[config.mk]
export PLATFORM = sky130hd
export DESIGN_NAME = shift_reg_ctrl
export DESIGN_NICKNAME = d
export VERILOG_FILES = /design/src/rtl/shift_reg_ctrl.sv
export SDC_FILE = /design/constraint.sdc
export NUM_CORES = 1
export LEC_CHECK = 0
export ABC_AREA = 0
export CORE_MARGIN = 5
export CORE_UTILIZATION = 50
export DETAILED_ROUTE_END_ITERATION = 7
export DONT_BUFFER_PORTS = 1
export PLACE_DENSITY = 0.77
export SLEW_MARGIN = 20
export SYNTH_ARGS = -nofsm -noshare
export SYNTH_HDL_FRONTEND = slang
export SYNTH_SLANG_ARGS = --single-unit
[constraint.sdc]
create_clock -name clk -period 2.28 [get_ports clk]
set_input_delay 0.57 -clock clk [delete_from_list [all_inputs] [get_ports clk]]
set_output_delay 0.57 -clock clk [all_outputs]
set_load 0.02 [all_outputs]
[src/rtl/shift_reg_ctrl.sv]
// Command sequencer for a serial JK flip-flop shift register chain: clear, preset, shift-in, rotate.
// Define SR_JOHNSON_EN to make ROTATE feed back inverted (twisted ring).
module shift_reg_ctrl #(
    parameter int WIDTH = 5,
    parameter int CNT_W = 4
) (
    input  logic             clk,
    input  logic             clear,
    input  logic             cmd_valid,
    output logic             cmd_ready,
    input  logic [1:0]       cmd_op,
    input  logic [CNT_W-1:0] cmd_count,
    input  logic [WIDTH-1:0] cmd_data,
    input  logic [WIDTH-1:0] sr_q,
    output logic             sr_d,
    output logic             sr_en,
    output logic             sr_clear,
    output logic             sr_preset,
    output logic             busy,
    output logic             done
);

    typedef enum logic [1:0] {IDLE, STROBE, SHIFT, DONE} state_e;
    typedef enum logic [1:0] {OP_CLEAR, OP_PRESET, OP_SHIFT, OP_ROTATE} op_e;

    state_e            state, state_n;
    op_e               op_r;
    logic [CNT_W-1:0]  cnt_r;
    logic [WIDTH-1:0]  data_r;
    logic              accept;
    logic              fb;
    logic              sr_q_unused;

    assign sr_q_unused = &{1'b0, sr_q[WIDTH-2:0]};
    assign cmd_ready   = (state == IDLE) && clear;
    assign accept      = cmd_valid && cmd_ready;

`ifdef SR_JOHNSON_EN
    assign fb = ~sr_q[WIDTH-1];
`else
    assign fb = sr_q[WIDTH-1];
`endif

    always_ff @(posedge clk) begin
        if (!clear) begin
            state  <= IDLE;
            op_r   <= OP_CLEAR;
            cnt_r  <= '0;
            data_r <= '0;
        end else begin
            state <= state_n;
            if (accept) begin
                op_r   <= op_e'(cmd_op);
                cnt_r  <= cmd_count;
                data_r <= cmd_data;
            end else if (state == SHIFT) begin
                // Guarded decrement: the counter holds at zero rather than wrapping.
                if (cnt_r != '0)
                    cnt_r <= cnt_r - CNT_W'(1);
                data_r <= data_r >> 1;
            end
        end
    end

    always_comb begin
        state_n = state;
        case (state)
            IDLE: begin
                if (accept) begin
                    if (!cmd_op[1])
                        state_n = STROBE;
                    else if (cmd_count == '0)
                        state_n = DONE;
                    else
                        state_n = SHIFT;
                end
            end
            STROBE: state_n = DONE;
            SHIFT: begin
                if (cnt_r <= CNT_W'(1))
                    state_n = DONE;
            end
            DONE:    state_n = IDLE;
            default: state_n = IDLE;
        endcase
    end

    always_comb begin
        sr_en     = (state == SHIFT);
        sr_d      = 1'b0;
        sr_clear  = (state == STROBE) && (op_r == OP_CLEAR);
        sr_preset = (state == STROBE) && (op_r == OP_PRESET);
        busy      = (state != IDLE);
        done      = (state == DONE);
        if (sr_en)
            sr_d = (op_r == OP_ROTATE) ? fb : data_r[0];
    end

endmodule
After elaboration in Yosys (flattened, before gate mapping) --
Index checks and enable logic that the tools add are counted.
Storage, ports and cells: bits in registers 13, output and inout bits 7, input port bits 19, word-level logic and storage cells 38
Cells by class: mux-type cells 12, reductions and logical operators 13, equal/unequal tests 7, add/sub/neg operators 1, order comparisons 1
Operator list (number):
- 4-bit two-way mux | 3
- 5-bit two-way mux | 2
- 2-bit one-hot mux with 4 select lines | 1
- 2-bit == test (second input constant) | 3
- 2-bit two-way mux | 3
- 2-bit nonzero test | 3
- 2-bit by 1-bit == test with 1-bit output (second input constant) | 2
- 4-bit by 1-bit <= comparator with 1-bit output (second input constant) | 1
- 1-bit logical AND | 4
- 2-bit zero test | 2
- 4-bit zero test | 1
- 2-bit AND reduction | 2
- 4-bit nonzero test | 1
- 4-bit by 1-bit subtractor with 4-bit output (second input constant) | 1
- 1-bit two-way mux | 3
- 2-bit by 1-bit != test with 1-bit output (second input constant) | 1
- 2-bit != test (second input constant) | 1

Longest topological paths before layout --
Gate-level depths: netlist of the first run.
depth in word-level cells 5, gate-level depth with buffers 7, depth with buffers taken out 6

Least setup slack after synthesis of the first run --
OpenSTA, ideal clock, no wires.
path kind flip-flop to output port, start point register state[0], end point output port sr_d, buffers on the path 1, data required time 1.710 ns, arrival time 1.470 ns, slack 0.240 ns, stages on the path, launching flop included 5, path through dfxtp_1 inv_1 ha_1 buf_2 a21boi_0
On the way: cells in the longest elaborated chain, start to end 2
RTL lines:
- start, declared | line 26 | state_e state, state_n;
- start signal, assigned | line 51 | state <= state_n;
- 2-bit == test | line 89 | sr_en = (state == SHIFT);
- named net sr_en | line 16 | output logic sr_en,
- 1-bit two-way mux | line 95 | if (sr_en)
- end, declared | line 15 | output logic sr_d,
The timed path passes the listed nets, and every way through them passes these cells.

Worst setup path in the final report of the first run --
start point register state[0], end point output port sr_d
On the way: cells in the longest elaborated chain, start to end 2
RTL lines (line):
- 2-bit == test | 89
- 1-bit two-way mux | 95
No other way between the ends.

==> flow_metrics.tcl, run 1 <==
set metrics [dict create \
    die_w_um 49.55 \
    die-area_um2 2455 \
    required_ns 1.71 \
    slew_violations 0 \
    max_slew_margin_pct 69.51 \
    hold_buffers 0 \
    cts_buffers 3 \
    synth_area_um2 782.0 \
    num_rows 14 \
    first_pass_iters 5 \
    routedWlPerCell_um 14.81 \
    synth_area_leaders "dfxtp_1 (33%), ha_1 (9.6%), nand2_1 (9.1%)" \
    avgSynthCellArea_um2 8.500 \
    cp_cell_sequence "inv_1 > ha_1 > a21boi_0 > buf_4" \
    finalCritPeriodShare_pct 91.81 \
    routed_wl_mm 1.629 \
    synth_cells 92 \
    met3_length_um 134 \
    final_util_pct 54.71 \
    ys_types 28 \
    grt_start_max_net_pins 20 \
    core_area_um2 1489 \
    cts_buffer_depth 2 \
    hpwl_mm 1.215 \
    crit_fanout 8 \
    cts_tree "yes" \
    drt-vias-per-instance 5.955 \
    status "completed" \
    cts-root-buf "clkbuf_4" \
    finalSetupViolations 0 \
    clk_pin_slew_ns 0.08 \
    gr-total-overflow 0 \
    place.gp.congestion 0.8473 \
    yosysTopAreaCell "dfxtp_1" \
    crit_buf_inv 2 \
    yosys_warnings 0 \
    rsz0062_at_grt "false" \
    placed_area_um2 788.3 \
    drc 0 \
    yosysSeqAreaShare_pct 33.28 \
    worst_path_max_delay_cell "ha_1" \
    hold_class "input port to register" \
    tightest_slew_ns 0.4563 \
    antenna_found_initial 0 \
    min_period_ns 2.093 \
    crit_type "register to output pin" \
    worstSetupStartpointType "register" \
    first_global_vias 595 \
    ctsHtreeMaxLevel 1 \
    drt-met1-wl_um 708 \
    final_area_um2 814.5 \
    highest_layer "met4" \
    ir_drop_uv 589.9 \
    portBuffers 0 \
    drive_gt1_share_pct 7.447 \
    first_iter_violations 12 \
    syn_to_final_growth_pct 4.160 \
    cts_sinks 13 \
    leakagePower_nw 0.3769 \
    ios 26 \
    ant_nets 0 \
    antenna_cells 0 \
    worst_hold_slack_ns 0.4040 \
    fmax_mhz 477.7 \
    postCtsResizedCells 0 \
    ys_seq_elements 13 \
    end_kind "output pin" \
    tns_ns 0 \
    synth_top_area_share_pct 33.28 \
    grt_pass1_wl_mm 2.608 \
    via_count 655 \
    syn_nets 117 \
    finClkSkew_ns 0.001301 \
    cts_setup_buffers 0 \
    initial_utilization_pct 52.52 \
    arrival_ns 1.52 \
    max_stage_delay_ns 0.40 \
    finalNetCount 120 \
    insertion_delay_ns 0.28 \
    power_w 0.0009666 \
    cap_viol_max_count 0 \
    grt_usage_pct 13.52 \
    met2WireLength_um 763 \
    die_h_um 49.55 \
    p_per_area_nw_per_um2 1187 \
    crit_family "adder cells" \
    hold_viol_final 0 \
]
[cells in the final DEF (no fill, tap or decap), types with 2 or more instances in the layout]
| cell | instances |
|---|---|
| o211a_1 | 5 |
| or4b_1 | 2 |
| buf_4 | 3 |
| nand2_1 | 19 |
| nor3b_1 | 2 |
| ha_1 | 6 |
| inv_1 | 7 |
| dfxtp_1 | 13 |
| o21ai_0 | 5 |
| mux2i_1 | 6 |
| clkbuf_4 | 3 |
| a21oi_1 | 5 |
| nand3_1 | 3 |
[area by class of cell]
class	instances	area, µm²
fill	135	674.4
multi-input combinational	67	459.2
sequential	13	260.3
clock buffer	4	26.28
inverter	7	26.28
timing repair buffer	3	22.52
tap	16	20.02
[registers in the layout (all words and copies together), names as in the netlist]
register,count
cnt_r,4
state,2
data_r,5
op_r,2
[worst register-to-register path, cell delays in order (launching register included)]
cell and delay [ns]:
dfxtp_1 0.34, inv_1 0.09, ha_1 0.40, buf_4 0.25
o31ai_1 0.13, or4b_1 0.49, nand3_1 0.09
[cell usage after synthesis]
library cell,n
o221ai_1,1
and2_1,1
o211ai_1,1
dfxtp_1,13
o21ai_0,5
mux2i_1,6
or4b_1,2
xnor2_1,1
inv_1,7
nand2_1,19
nor2b_1,1
clkbuf_1,1
o211a_1,5
buf_6,2
nor3b_1,2
a21boi_0,1
nor4_1,1
and3_4,1
nand3_1,3
nor2_1,1
ha_1,6
a21oi_1,5
o31a_1,1
nand4_1,1
and3b_1,1
nor3_1,1
o31ai_1,1
buf_2,2
[final timing paths]
| check | cells after the start | to | slack [ns] | start |
|---|---|---|---|---|
| worst min-delay path | 2 | op_r[1]$_SDFFE_PN0P_ | 0.40 | cmd_op[1] |
| worst max register to register | 6 | cnt_r[1]$_SDFFE_PN0P_ | 0.45 | state[0]$_SDFFE_PN0P_ |
| worst min register to register | 2 | cnt_r[1]$_SDFFE_PN0P_ | 0.50 | cnt_r[1]$_SDFFE_PN0P_ |
| worst max-delay path | 4 | sr_d | 0.19 | state[0]$_SDFFE_PN0P_ |
[power breakdown]
group	internal [W]	switching, W	leakage [nW]	total [W]
sequential	0.000292	0.0000570	0.107	0.000349
clock	0.0000679	0.0000774	0.0150	0.000145
combinational	0.000194	0.000278	0.255	0.000472
total	0.000554	0.000413	0.377	0.000967
[through the flow]
stage / instances / worst slack (ns)
2_1_floorplan: 92 / 0.2397
3_5_place_dp: 106 / 0.4670
5_1_grt: 110 / 0.04232
3_3_place_gp: 106 / 0.4985
4_1_cts: 110 / 0.2001
6_report: 110 / 0.1867
[cells by family (layout without fill, tap and decap cells)]
kind of cell / Yosys count / count (layout) / share of synthesized area [%]
AOI/OAI and AO/OA: 20 / 20 / 17.92
xor gates and xnor gates: 1 / 1 / 1.120
adders and majority gates: 6 / 6 / 9.600
buffers and inverters: 12 / 14 / 8.000
DFF: 13 / 13 / 33.28
muxes: 6 / 6 / 7.680
and+or+nand+nor: 34 / 34 / 22.40
[per-layer routing]
layer	global-route usage, %	up-vias
met5	0	-
met4	5.240	0
met3	4.819	3
met2	21.82	19
met1	16.15	308
li1	-	325
Power figures use the tool's default switching activity.
==> run 2: changes to the inputs <==
==> constraint.sdc (replaced) <==
create_clock -name clk -period 2.3 [get_ports clk]
set_input_delay 0.575 -clock clk [delete_from_list [all_inputs] [get_ports clk]]
set_output_delay 0.575 -clock clk [all_outputs]
set_load 0.02 [all_outputs]
==> run 2 against run 1 <==
  * Final area unchanged
  * Highest routed layer unchanged
  * Largest cell class unchanged
  * Flip-flop and latch count unchanged
  * Worst setup slack better by 0.042 ns
  * Cell count unchanged
  * Critical endpoint unchanged
  * First-iteration DRC count down 8.3%
==> flow_metrics.tcl, run 2 (synthesized netlist as in run 1, its figures left out) <==
set metrics [dict create \
    first_global_vias 644 \
    cts_buffers 3 \
    fmax_mhz 482.7 \
    hold_buffers 0 \
    grt_usage_pct 13.94 \
    cts_setup_buffers 0 \
    ant_nets 0 \
    top_regs "data_r x5, cnt_r x4" \
    slew_violations 0 \
    finalNetCount 120 \
    final_cell_mix "nand2_1 (19), dfxtp_1 (13), inv_1 (7)" \
    max_slew_margin_pct 68.40 \
    finClkSkew_ns 0.003670 \
    postCtsResizedCells 0 \
    largest_reg_flops 5 \
    crit_type "register to output pin" \
    drive_gt1_share_pct 7.447 \
    hold_class "input port to register" \
    die_h_um 49.55 \
    num_rows 14 \
    gr-total-overflow 0 \
    status "completed" \
    finalCritPeriodShare_pct 90.07 \
    multi_input_area_um2 459.2 \
    hold_viol_final 0 \
    worst_path_max_delay_cell "ha_1" \
    ir_drop_uv 777.7 \
    insertion_delay_ns 0.27 \
    portBuffers 0 \
    first_iter_violations 11 \
    cts-root-buf "clkbuf_4" \
    initial_utilization_pct 52.52 \
    crit_buf_inv 2 \
    end_kind "output pin" \
    ios 26 \
    rsz0062_at_grt "false" \
    min_period_ns 2.072 \
    cp_cell_sequence "inv_1 > ha_1 > a21boi_0 > buf_4" \
    use_met1_pct 15.75 \
    grt_pass1_wl_mm 2.718 \
    crit_fanout 8 \
    antenna_cells 0 \
    tns_ns 0 \
    arrival_ns 1.50 \
    final_common_cell "nand2_1" \
    tightest_slew_ns 0.4699 \
    final_area_um2 814.5 \
    hpwl_mm 1.226 \
    worstSetupStartpointType "register" \
    cts_tree "yes" \
    first_pass_iters 4 \
    use_met2_pct 22.46 \
    via_count 641 \
    crit_family "adder cells" \
    cap_viol_max_count 0 \
    regMostFlops "data_r" \
    cts_sinks 13 \
    finalSetupViolations 0 \
    ctsHtreeMaxLevel 1 \
    clk_pin_slew_ns 0.09 \
    place.gp.congestion 0.8471 \
    placed_area_um2 788.3 \
    syn_to_final_growth_pct 4.160 \
    grt_busiest_layer "met2" \
    max_stage_delay_ns 0.39 \
    cts_buffer_depth 2 \
    leakagePower_nw 0.3769 \
    final.fill_count 128 \
    use_met3_pct 6.627 \
    core_area_um2 1489 \
    antenna_found_initial 0 \
    die_w_um 49.55 \
    required_ns 1.73 \
    grt_start_max_net_pins 20 \
    die-area_um2 2455 \
    drc 0 \
    p_per_area_nw_per_um2 1177 \
    regArea_um2 260.3 \
    routedWlPerCell_um 14.58 \
    drt-vias-per-instance 5.827 \
    routed_wl_mm 1.604 \
]
[run 2: cell counts in the layout (fill, tap and decap cells not counted)]
No cell type changed its count.
[run 2: layout make-up]
class | instances | area share [%]
Clock buffer | 4 | 3.226
Inverter | 7 | 3.226
Multi-Input combinational cell | 67 | 56.37
Sequential cell | 13 | 31.95
Tap cell | 16 | 2.458
Timing Repair Buffer | 3 | 2.765
[run 2: report_power, final]
group	total, W	switching (W)	leakage (nW)	internal [W]
Combinational	0.000465	0.000273	0.255	0.000192
Clock	0.000147	0.0000795	0.0150	0.0000671
Sequential	0.000347	0.0000574	0.107	0.000290
Total	0.000959	0.000409	0.377	0.000549
[run 2: routing by layer]
| metal | up-vias | wire length, µm | share of wire (%) |
|---|---|---|---|
| met5 | - | 0 | 0 |
| met4 | 0 | 16 | 1.0 |
| met3 | 2 | 130 | 8.1 |
| met2 | 12 | 771 | 48 |
| met1 | 303 | 685 | 43 |
| li1 | 324 | - | - |
[run 2: per-stage QoR]
stage          cells  util, %  total power (W)  hold WS, ns  setup slack [ns]
4_1_cts          110    54.71        0.0009625       0.4065            0.2143
5_1_grt          110    54.71         0.001045       0.4063           0.07121
3_5_place_dp     106    52.94        0.0008194       0.4963            0.4958
2_1_floorplan     92        -        0.0007387       0.4677            0.2547
3_3_place_gp     106    52.94        0.0007986       0.4879            0.5183
6_report         110    54.71        0.0009586       0.4044            0.2284
[run 2: final timing paths]
| kind | start | end | slack (ns) | cells past startpoint |
|---|---|---|---|---|
| max | state[0]$_SDFFE_PN0P_ | sr_d | 0.23 | 4 |
| min | cmd_op[1] | op_r[1]$_SDFFE_PN0P_ | 0.40 | 2 |
| max reg2reg | state[0]$_SDFFE_PN0P_ | cnt_r[1]$_SDFFE_PN0P_ | 0.47 | 6 |
| min reg2reg | op_r[1]$_SDFFE_PN0P_ | op_r[1]$_SDFFE_PN0P_ | 0.50 | 2 |
